File: src/rtl/regfile_write_arbiter.sv
// Register file write-port arbiter.
// Three writeback sources (ALU, load, debug) each hand an address/data pair
// into a one-entry holding register. One holding register is granted per
// cycle and its contents drive the registered AD3/WD3/WE3 write port.
// Debug has fixed top priority. ALU and load share a 1-bit round-robin
// pointer. Writes to register 0 use a grant slot but never raise WE3.
module regfile_write_arbiter #(
    parameter int ADDRESS_WIDTH = 5,
    parameter int DATA_WIDTH    = 32
) (
    input  logic                     clk,
    input  logic                     rst,
    input  logic                     alu_valid,
    output logic                     alu_ready,
    input  logic [ADDRESS_WIDTH-1:0] alu_addr,
    input  logic [DATA_WIDTH-1:0]    alu_data,
    input  logic                     ld_valid,
    output logic                     ld_ready,
    input  logic [ADDRESS_WIDTH-1:0] ld_addr,
    input  logic [DATA_WIDTH-1:0]    ld_data,
    input  logic                     dbg_valid,
    output logic                     dbg_ready,
    input  logic [ADDRESS_WIDTH-1:0] dbg_addr,
    input  logic [DATA_WIDTH-1:0]    dbg_data,
    output logic                     WE3,
    output logic [ADDRESS_WIDTH-1:0] AD3,
    output logic [DATA_WIDTH-1:0]    WD3,
    output logic                     busy
);

    // Index 0 = ALU, 1 = load, 2 = debug throughout.
    logic [2:0]               in_valid;
    logic [ADDRESS_WIDTH-1:0] in_addr [3];
    logic [DATA_WIDTH-1:0]    in_data [3];

    logic [2:0]               hv;
    logic [ADDRESS_WIDTH-1:0] ha [3];
    logic [DATA_WIDTH-1:0]    hd [3];
    logic                     rr;

    logic [2:0]               grant;
    logic [2:0]               ready;
    logic [2:0]               accept;
    logic [ADDRESS_WIDTH-1:0] sel_addr;
    logic [DATA_WIDTH-1:0]    sel_data;

    assign in_valid   = {dbg_valid, ld_valid, alu_valid};
    assign in_addr[0] = alu_addr;
    assign in_addr[1] = ld_addr;
    assign in_addr[2] = dbg_addr;
    assign in_data[0] = alu_data;
    assign in_data[1] = ld_data;
    assign in_data[2] = dbg_data;

    // Pick one occupied holding register: debug first, then the rr-preferred of ALU/load
    always_comb begin
        grant = 3'b000;
        if (hv[2]) begin
            grant = 3'b100;
        end else if (hv[0] && hv[1]) begin
            grant = rr ? 3'b010 : 3'b001;
        end else if (hv[0]) begin
            grant = 3'b001;
        end else if (hv[1]) begin
            grant = 3'b010;
        end
    end

    // A slot can take a new entry when empty or when it is being drained this cycle.
    assign ready     = {3{~rst}} & (~hv | grant);
    assign accept    = in_valid & ready;
    assign alu_ready = ready[0];
    assign ld_ready  = ready[1];
    assign dbg_ready = ready[2];

    // Route the granted entry toward the write port
    always_comb begin
        sel_addr = '0;
        sel_data = '0;
        for (int i = 0; i < 3; i++) begin
            if (grant[i]) begin
                sel_addr = ha[i];
                sel_data = hd[i];
            end
        end
    end

    // Occupancy: set on accept, cleared on grant unless reloaded at the same edge
    always_ff @(posedge clk or posedge rst) begin
        if (rst) begin
            hv <= 3'b000;
        end else begin
            hv <= accept | (hv & ~grant);
        end
    end

    // Capture payload on accept; contents are only observed while hv is set
    always_ff @(posedge clk) begin
        for (int i = 0; i < 3; i++) begin
            if (accept[i]) begin
                ha[i] <= in_addr[i];
                hd[i] <= in_data[i];
            end
        end
    end

    // Round-robin pointer moves away from whichever of ALU/load was just served
    always_ff @(posedge clk or posedge rst) begin
        if (rst) begin
            rr <= 1'b0;
        end else if (grant[0]) begin
            rr <= 1'b1;
        end else if (grant[1]) begin
            rr <= 1'b0;
        end
    end

    // Registered write port; x0 targets consume the slot with WE3 low
    always_ff @(posedge clk or posedge rst) begin
        if (rst) begin
            WE3 <= 1'b0;
            AD3 <= '0;
            WD3 <= '0;
        end else if (|grant) begin
            WE3 <= (sel_addr != '0);
            AD3 <= sel_addr;
            WD3 <= sel_data;
        end else begin
            WE3 <= 1'b0;
        end
    end

    assign busy = (|hv) | WE3;

endmodule
File: config.mk
export PLATFORM = sky130hd
export DESIGN_NAME = regfile_write_arbiter
export DESIGN_NICKNAME = d
export VERILOG_FILES = /design/src/rtl/regfile_write_arbiter.sv
export SDC_FILE = /design/constraint.sdc
export NUM_CORES = 1
export LEC_CHECK = 0
export CAP_MARGIN = 30
export CELL_PAD_IN_SITES_DETAIL_PLACEMENT = 2
export CELL_PAD_IN_SITES_GLOBAL_PLACEMENT = 2
export CORE_MARGIN = 2
export CORE_UTILIZATION = 25
export DETAILED_ROUTE_END_ITERATION = 8
export GPL_TIMING_DRIVEN = 0
export PLACE_DENSITY_LB_ADDON = 0.1
export SYNTH_ARGS = -nofsm -noshare
export SYNTH_HDL_FRONTEND = slang
export SYNTH_SLANG_ARGS = --single-unit
export TNS_END_PERCENT = 5
File: constraint.sdc
create_clock -name clk -period 9.7 [get_ports clk]
set_clock_uncertainty 0.2 [all_clocks]
set_input_delay 1.94 -clock clk [delete_from_list [all_inputs] [get_ports clk]]
set_output_delay 1.94 -clock clk [all_outputs]
set_load 0.05 [all_outputs]
==> summary.md, run 1 <==
| Metric | Value |
|---|---|
| Outcome | finished clean |
| Endpoint class of the critical path | primary output |
| PD cells | 310 nW/um^2 |
| GP Congestion | 0.713 |
| DRT met1 WL | 6.74 mm |
| Hold Buf Count CTS | 0 |
| Mapped Cells | 342 |
| Worst-Margin Slew | 0.801 ns |
| CP arrival | 3.90 ns |
| Clock Pin Slew Worst Setup and Hold Paths | 0.06 ns |
| Initial DRT Pass Iterations | 4 |
| TritonCTS clock tree | built |
| Net Count, Synth | 458 |
| Port bufs | 157 |
| Initial Util | 25.5% |
| Clk sinks | 153 |
| Setup-failing EPs final | 0 |
| Chip height | 151 microns |
| Lkg Pwr | 0.00290 uW |
| DRT iter0 DRCs | 138 |
| Layout Utilization | 38.4% |
| Clock buffer depth | 2 |
| Met3 wire len | 698 microns |
| Final worst path period share | 62.3% |
| Gr usage total | 15.6% |
| Tmin final | 6.04 ns |
| Largest net degree at the start of global routing | 27 |
| Hold path start | AD3[1] |
| Max frequency | 0.166 GHz |
| Post-cts sizing count | 0 |
| RSZ-0062 raised after global routing | false |
| Die Wd | 151 microns |
| Critical setup path kind | in -> out |
| WL met2 | 9.03 mm |
| Sequential share of the synthesized area | 81.5% |
| Cell Chain, Critical Path | clkdlybuf4s50_1 > inv_2 > clkdlybuf4s50_1 |
| Slew headroom | 46.5% |
| Unique masters post-synth | 21 |
| First-pass GRT wire length | 25.3 mm |
| Slowest stage delay, CP | 0.93 ns |
| H-tree Lvls | 4 |
| Number of diodes | 0 |
| Worst setup SP type | input port |
| DR top layer | met4 |
| Via-per-instance ratio | 4.48 |
| Critical path fanouts, max | 26 |
| RR Endpoint | hd[0][21] |
| Final setup margin | 3.66 ns |
| DRC violations left | 0 |
| DP HPWL | 11.5 mm |
| Hold Path Class | reg -> reg |
| I/O pins | 158 |
| Root Driver | clkbuf_16 |
| Routed wire length per instance | 20.6 microns |
| Cell mode on critical path | clkdlybuf4s50_1 |
| Hold Path Cell Cnt | 2 |
| Die ar. | 22700 sq um |
| R2R Setup Slk | 6.70 ns |
| # nets final | 639 |
| Area growth, synth to finish | 50.5% |
| CP required | 7.56 ns |
| TritonCTS buffer count | 17 |
| Max Slew Vio Count | 0 |
| Synth warn | 0 |
| Max-Cap Viols | 0 |
| Core Region | 21100 sq um |
| Setup TNS | 0 ns |
| ANT nets after route | 0 |
| Syn avg cell area | 15.7 sq um |
| DR vias | 3636 |
| Worst-Skew Late Latency | 0.43 ns |
| Antenna violations before repair | 0 |
| Endpoint, Worst Hold | AD3[1] |
| Fin. Hold Viols | 0 |
| Layout cell share with drive strength beyond 1 | 8.96% |
| Vias in the first global route | 4273 |
| Critical Path Slowest Stage Cell | clkdlybuf4s50_1 |
| Row count | 53 |
| Pre-CTS worst setup slack | 3.57 ns |
| Total power | 2510 uW |
| Worst VDD drop | 117 uV |
| Setup repair bufs after CTS | 0 |
| R2r worst-path depth | 5 |
| Netlist Area Pre-Place | 5380 sq um |
| Min Hold Slack | 0.278 ns |
| Worst r2r src | hv[2] |
| Detailed Route WL | 16.7 mm |
| Yosys reg bits | 153 |
| Grt ovf | 0 |
[cells in the mapped netlist]
| cell | n | area, sq um |
|---|---|---|
| a21oi_1 | 36 | 180 |
| a221oi_1 | 32 | 280 |
| a222oi_1 | 5 | 50.1 |
| and3_1 | 1 | 6.26 |
| buf_1 | 1 | 3.75 |
| buf_2 | 8 | 40.0 |
| buf_6 | 1 | 11.3 |
| clkbuf_1 | 10 | 37.5 |
| dfrtp_1 | 42 | 1050 |
| edfxtp_1 | 111 | 3330 |
| inv_1 | 3 | 11.3 |
| nand2_1 | 46 | 173 |
| nand2b_1 | 4 | 25.0 |
| nand3_1 | 1 | 5.00 |
| nand3b_1 | 1 | 7.51 |
| nor2_1 | 32 | 120 |
| nor2b_1 | 2 | 12.5 |
| nor3_1 | 1 | 5.00 |
| nor3b_1 | 1 | 7.51 |
| o21ai_0 | 3 | 15.0 |
| or3_1 | 1 | 6.26 |
[worst max-delay path, delay by kind of cell]
kind | cells | cell delay (ns)
buf+inv | 3 | 1.95
[report_power, final]
group / switching [uW] / internal (uW) / leakage [uW]
Combinational: 566 / 292 / 0.00105
Sequential: 69.5 / 844 / 0.00153
Clock: 277 / 461 / 0.000318
[routing by layer]
| layer | global-route usage [%] | vias to the layer above |
|---|---|---|
| met5 | 0 | - |
| met2 | 28.3 | 104 |
| met4 | 5.61 | 0 |
| met3 | 3.70 | 15 |
| li1 | - | 1662 |
| met1 | 18.0 | 1855 |
[per-stage QoR]
step | cell area [sq um] | std cells
after global placement | 7300 | 774
after floorplan | 5380 | 342
after detailed placement | 7450 | 779
after CTS | 8100 | 811
final | 8100 | 811
after global routing | 8100 | 811
[cell families (layout without fill, tap and decap cells)]
family	count (synthesis)	count (layout)	synth area share [%]
buf+inv	23	217	1.93
simple gates	90	90	6.84
compound gates	76	76	9.77
flops	153	153	81.5
[state kept, by name, indices dropped and copies added, names as in the netlist]
signal,cells
hd,96
WD3,32
ha,15
AD3,5
hv,3
WE3,1
rr,1
[worst max-delay path by stage]
stage               startpoint        end  cells past startpoint
floorplan                  rst   ha[0][0]                      3
global placement           rst  hd[0][13]                      4
detailed placement         rst  dbg_ready                      3
CTS                        rst  dbg_ready                      3
global route               rst  dbg_ready                      3
finish                     rst  dbg_ready                      3
[cell type report]
cell class	instances	area, sq um
multi-input combinational	166	923
clock inverter	13	219
buffer	20	92.6
inverter	3	11.3
sequential	153	4380
clock buffer	19	433
fill	2109	13000
timing repair buffer	162	1690
tap	275	344
[cell usage in the layout, fill, tap and decap left out, drive strengths merged]
master | netlist | final
clkdlybuf4s50 | 0 | 157
edfxtp | 111 | 111
nand2 | 46 | 46
dfrtp | 42 | 42
a21oi | 36 | 36
a221oi | 32 | 32
nor2 | 32 | 32
clkbuf | 10 | 29
buf | 10 | 15
clkinv | 0 | 6
a222oi | 5 | 5
bufinv | 0 | 5
inv | 3 | 5
nand2b | 4 | 4
o21ai | 3 | 3
nor2b | 2 | 2
nor3b | 1 | 1
nor3 | 1 | 1
or3 | 1 | 1
nand3b | 1 | 1
and3 | 1 | 1
nand3 | 1 | 1
No activity file was read; power rests on OpenSTA's default activity.
==> run 2, diff against run 1 <==
==> constraint.sdc (replaced) <==
create_clock -name clk -period 6.3 [get_ports clk]
set_clock_uncertainty 0.2 [all_clocks]
set_input_delay 1.26 -clock clk [delete_from_list [all_inputs] [get_ports clk]]
set_output_delay 1.26 -clock clk [all_outputs]
set_load 0.05 [all_outputs]
==> results of run 2 <==
The final DEF is identical to that of run 1. Status: finished clean.
Among the figures that moved: setup slack after placement 3.57 ns -> 1.53 ns; setup slack after layout 3.66 ns -> 1.62 ns; register-to-register setup slack 6.70 ns -> 3.30 ns; total power 2510 uW -> 3860 uW; worst IR drop on VDD 117 uV -> 180 uV
